[config.mk]
export PLATFORM = sky130hd
export DESIGN_NAME = jk_mod_counter
export DESIGN_NICKNAME = d
export VERILOG_FILES = /design/src/rtl/jk_counter_pkg.sv /design/src/rtl/jk_bit_ff.sv /design/src/rtl/jk_mod_counter.sv
export SDC_FILE = /design/constraint.sdc
export NUM_CORES = 1
export LEC_CHECK = 0
export CAP_MARGIN = 20
export CORE_AREA = 2 2 39 41
export DETAILED_ROUTE_END_ITERATION = 16
export DIE_AREA = 0 0 41 43
export SLEW_MARGIN = 20
export SYNTH_ARGS = -nofsm -noshare
export SYNTH_HDL_FRONTEND = slang
export SYNTH_SLANG_ARGS = --single-unit
[constraint.sdc]
create_clock -name clk -period 2 [get_ports clk]
set_clock_uncertainty 0.05 [all_clocks]
set_input_delay 0.4 -clock clk [delete_from_list [all_inputs] [get_ports clk]]
set_output_delay 0.4 -clock clk [all_outputs]
set_load 0.02 [all_outputs]
[src/rtl/jk_counter_pkg.sv]
// rtl/jk_counter_pkg.sv - shared direction constants and modulo next-count helper for jk_mod_counter
package jk_counter_pkg;

  localparam logic DIR_UP   = 1'b1;
  localparam logic DIR_DOWN = 1'b0;

  // In-range states wrap at the modulus.
  // Out-of-range states step in plain binary; the caller truncates to WIDTH,
  // so the up path eventually rolls over to 0.
  function automatic int unsigned mod_next(input int unsigned cur,
                                           input logic        up,
                                           input int unsigned modulus);
    if (cur >= modulus) begin
      if (up == DIR_UP) return cur + 1;
      else              return cur - 1;
    end
    if (up == DIR_UP) return (cur == modulus - 1) ? 0 : cur + 1;
    else              return (cur == 0) ? modulus - 1 : cur - 1;
  endfunction

endpackage

[src/rtl/jk_bit_ff.sv]
// rtl/jk_bit_ff.sv - single JK flip-flop with synchronous active-high reset to a per-instance value
module jk_bit_ff #(
  parameter logic RST_VAL = 1'b0
) (
  input  logic clk,
  input  logic rst,
  input  logic j,
  input  logic k,
  output logic q
);

  // JK characteristic equation: Q+ = J&~Q | ~K&Q
  always_ff @(posedge clk) begin
    if (rst) q <= RST_VAL;
    else     q <= (j & ~q) | (~k & q);
  end

endmodule

[src/rtl/jk_mod_counter.sv]
// rtl/jk_mod_counter.sv - modulo-N up/down counter on JK bit cells; optional JK_MOD_COUNTER_LOCKOUT_EN traps illegal states
module jk_mod_counter
  import jk_counter_pkg::*;
#(
  parameter int WIDTH   = 3,
  parameter int MOD     = 6,
  parameter int RST_VAL = 0
) (
  input  logic             clk,
  input  logic             rst,
  input  logic             en,
  input  logic             dir,
  input  logic             load,
  input  logic [WIDTH-1:0] load_val,
  output logic [WIDTH-1:0] state,
  output logic             tc,
  output logic             err
);

  localparam logic [WIDTH-1:0] RST_BITS = WIDTH'(RST_VAL);
  localparam int unsigned      MOD_U    = MOD;
  localparam int unsigned      LAST     = MOD - 1;

  logic [WIDTH-1:0] q;
  logic [WIDTH-1:0] nxt;
  logic [WIDTH-1:0] j;
  logic [WIDTH-1:0] k;

`ifdef JK_MOD_COUNTER_LOCKOUT_EN
  logic err_set;

  // Desired next value; illegal loads and illegal states are steered back to RST_VAL
  always_comb begin
    nxt     = q;
    err_set = 1'b0;
    if (load) begin
      if (32'(load_val) >= MOD_U) begin
        nxt     = RST_BITS;
        err_set = 1'b1;
      end else begin
        nxt = load_val;
      end
    end else if (en) begin
      if (32'(q) >= MOD_U) begin
        nxt     = RST_BITS;
        err_set = 1'b1;
      end else begin
        nxt = WIDTH'(mod_next(32'(q), dir, MOD_U));
      end
    end
  end

  // err is a one-cycle pulse following any lockout event
  always_ff @(posedge clk) begin
    if (rst) err <= 1'b0;
    else     err <= err_set;
  end
`else
  // Desired next value; loads are taken verbatim and out-of-range states count in binary
  always_comb begin
    nxt = q;
    if (load)    nxt = load_val;
    else if (en) nxt = WIDTH'(mod_next(32'(q), dir, MOD_U));
  end

  assign err = 1'b0;
`endif

  // Translate the desired value into JK drive: set bits that must rise, clear bits that must fall
  always_comb begin
    j = nxt & ~q;
    k = ~nxt & q;
  end

  for (genvar i = 0; i < WIDTH; i++) begin : g_bit
    jk_bit_ff #(.RST_VAL(RST_BITS[i])) u_ff (
      .clk (clk),
      .rst (rst),
      .j   (j[i]),
      .k   (k[i]),
      .q   (q[i])
    );
  end

  assign state = q;

  // Terminal count: high in the cycle before a wrap edge, never in out-of-range states
  always_comb begin
    tc = en & ~load & ~rst &
         ((dir & (32'(q) == LAST)) | (~dir & (q == '0)));
  end

endmodule

==> results list <==
* Final RePlAce weighted congestion: 0.831
- Arrival time of data at the critical path endpoint: 1470 ps
* Number of flip-flops in the largest register: 3
* Post-detailed-route count of antenna-violating nets: 0
- The first TritonRoute pass finished after 4 iterations.
- CTS H-Tree Depth: 1
- Share of the yosys chip area belonging to registers: 17.1%
- Across the VDD grid, the largest voltage drop is around 0.18 mV.
- The total count of max-transition violations in the final report came to 0.
- In this run switching power makes up 30.0% of total power.
* Clock tree from TritonCTS: done
- Buffers inserted during clock tree synthesis total 3.
* Area of the mapped netlist: 350 um2
* Most frequent standard cell in the layout excluding fill and tap cells: sky130_fd_sc_hd__buf_4
- Remaining design rule violation count: 0
- Starting Density: 25.3%
- Worst min-delay path category: flip-flop to flip-flop
- The flow ran to the end, and the final reports show no timing, DRC or antenna violations.
- Comb power frac: 40.6%
* Initial DRC Count: 11
- Number of antenna violations at the first check in global routing: 0
* Share of final-layout standard cells stronger than drive strength 1: 35.4%
- Quantity of I/O buffers inserted on ports: 11
- The die is 43 um tall.
- Total number of vias: 383
- Per-cell routed wire length: 10.7 um
* Share of power burned in the clock network: between 30% and 40%
- Power spent charging and discharging nets: roughly 0.09 mW
* Number of global-route vias before repair: 346
- The worst setup path is captured at an output pin.
- Max-cap violations in this run came to 0.
* Total overflow reported by the global router: 0
- After clock tree synthesis, the clock-pin slew on the worst setup and hold paths is 40 ps.
* Internal Pwr Total: 0.205 mW
- After detailed routing, the total wire length is 866 um.
- Clock sink count: 3
* Required time of the critical path: 1550 ps
* Pre-CTS worst setup slack: -347 ps
* Clock root buffer: sky130_fd_sc_hd__clkbuf_4
- Crit path largest cell delay: 490 ps
- Number of warnings issued by yosys: 0
- Antenna cell count: 0
- The die covers 1760 um2.
* Wire length of the first global-routing pass: 1380 um
- Based on the critical path, the design can be clocked at up to 0.520 GHz.
* Number of hold buffers added after cts: 0
* Largest regs: g_bit.u_ff.q: 3 flops
- Leakage power summed over all cells: ~0.26 nW
* Power Density: 518 nW/um2
* Worst-path maximum fanout: 3
- After synthesis the netlist holds a flip-flop and latch count of 3.
- Utilization of the core after routing: 40.8%
- At the end of the flow, the number of nets in the layout was 79.
- Registers are responsible for 23.7% of the overall power.
- The total area inside the core boundary comes to roughly 1400 um2.
- Ranked by flip-flop count, first place goes to g_bit.u_ff.q.
* Final Hold Violating Endpoints: 0
- Critical-path cell with the highest stage delay: sky130_fd_sc_hd__clkdlybuf4s50_1
* Setup ws final: 77.6 ps
- Overall global routing resource usage: 11.8%
* DP HPWL: slightly below 700 um
- Once the clock tree was built, the setup fixing pass inserted 0 buffers.
- Synthesized net count: 57
* Minimum clock period after layout: 1920 ps
- From synthesis to final layout, the design area changed by 61.1%.
* Setup TNS: 0 ps
- At the later pin of the worst-skew pair, clock insertion delay measures 230 ps.
* Category of the critical setup timing path: input pin to output pin
- Vias per inst: 4.73
- In the layout the commonest cells are sky130_fd_sc_hd__buf_4, sky130_fd_sc_hd__clkdlybuf4s50_1, sky130_fd_sc_hd__a21oi_1, sky130_fd_sc_hd__inv_1, sky130_fd_sc_hd__ha_1.
* Delay-heaviest family, CP: buffers and inverters
- During I/O placement, the number of pins put on the boundary was 13.
- A synthesized cell averages roughly 8.0 um2.
* Deepest clock path buffer count: 2
- RSZ-0062 raised after global routing: false
- Setup violations remaining at the end of the flow were counted as 0.
- Total power: 0.293 mW
- Sequence of cells on the critical path: clkdlybuf4s50_1 > and2b_1 > a31oi_1 > nor4_2 > buf_4
* Period Utilization, post-route: 96.1%
- Post-synthesis instance total: 44
- The worst setup path is launched from an input pin.
- Width of the die: just over 40 um
- In this run, distinct cell masters in the synthesized netlist total 24.
- Pin count of the biggest net entering global routing: 10
- Counting both buffers and inverters, the worst setup path holds a total of 2.
* Row count: 14
power groups by stage:
stage	registers (mW)	clock network, mW	logic [mW]
floorplan	0.0700	0	0.0639
finish	0.0693	0.104	0.119
detailed placement	0.0685	0	0.115
global route	0.0700	0.115	0.131
CTS	0.0676	0.108	0.116
global placement	0.0684	0	0.114
tightest hold or removal path, stage by stage, from the launching register on:
cell	delay (ps)
sky130_fd_sc_hd__dfxtp_2	320
sky130_fd_sc_hd__inv_2	40
sky130_fd_sc_hd__buf_4	140
sky130_fd_sc_hd__nand3_1	70
sky130_fd_sc_hd__a221oi_1	60
cell type report:
class | instances | area, um2
clock buffers | 4 | 26.3
fillers | 152 | 820
inverters | 5 | 18.8
multi-input cells | 31 | 246
flip-flops and latches | 3 | 62.6
well taps | 16 | 20.0
repair buffers | 22 | 190
routing by layer:
layer	part of all wire, %	GRT usage [%]	wire length, um
met1	45	13.7	391
met2	48	16.9	419
met3	4.5	3.14	39
met4	1.8	10.0	16
met5	0	0	0
synthesized netlist by cell type:
cell	instances	area (um2)
sky130_fd_sc_hd__buf_6	1	11.3
sky130_fd_sc_hd__o31ai_1	2	15.0
sky130_fd_sc_hd__o21ai_0	2	10.0
sky130_fd_sc_hd__a221oi_1	1	8.76
sky130_fd_sc_hd__nand3_1	1	5.00
sky130_fd_sc_hd__and2b_1	1	7.51
sky130_fd_sc_hd__a211oi_1	1	7.51
sky130_fd_sc_hd__nand4_1	1	6.26
sky130_fd_sc_hd__nor2b_1	1	6.26
sky130_fd_sc_hd__inv_1	5	18.8
sky130_fd_sc_hd__nand3_2	1	10.0
sky130_fd_sc_hd__buf_4	4	30.0
sky130_fd_sc_hd__nor2_1	2	7.51
sky130_fd_sc_hd__nand2_1	1	3.75
sky130_fd_sc_hd__conb_1	1	3.75
sky130_fd_sc_hd__xor2_1	1	8.76
sky130_fd_sc_hd__a31oi_1	1	6.26
sky130_fd_sc_hd__a221oi_2	1	15.0
sky130_fd_sc_hd__ha_1	5	62.6
sky130_fd_sc_hd__nor4_1	1	6.26
sky130_fd_sc_hd__a22o_1	1	8.76
sky130_fd_sc_hd__or3_1	1	6.26
sky130_fd_sc_hd__dfxtp_1	3	60.1
sky130_fd_sc_hd__a21oi_1	5	25.0
final timing paths:
kind,startpoint,to,slack (ps),depth (start not counted)
hold / removal,g_bit[0].u_ff.q,g_bit[0].u_ff.q,630,4
setup reg to reg,g_bit[0].u_ff.q,g_bit[2].u_ff.q,470,7
hold reg to reg,g_bit[0].u_ff.q,g_bit[0].u_ff.q,630,4
setup / recovery,dir,tc,80,5
kinds of logic (layout without fill, tap and decap cells):
kind of cell	after synthesis	in the layout	synth area share, %
AND/OR/NAND/NOR	10	10	16.8
flip-flops	3	3	17.1
buffers and inverters	10	31	17.1
AO/OA/AOI/OAI	14	14	27.5
other	1	1	1.07
adder cells (fa/ha/maj)	5	5	17.9
XOR/XNOR	1	1	2.50
repair_timing:
action,CTS,global route
gates resized for setup,5,7
pin swaps,0,0
setup endpoints to repair,1,1
hold endpoints to repair,0,0
per-stage QoR:
| step | std cells | cell area [um2] | hold slack, ps |
|---|---|---|---|
| after floorplan | 44 | 357 | 416 |
| after global placement | 77 | 528 | 658 |
| after CTS | 81 | 549 | 662 |
| final | 81 | 564 | 633 |
| after detailed placement | 77 | 528 | 656 |
| after global routing | 81 | 564 | 696 |
(Power assumes the default switching activity.)
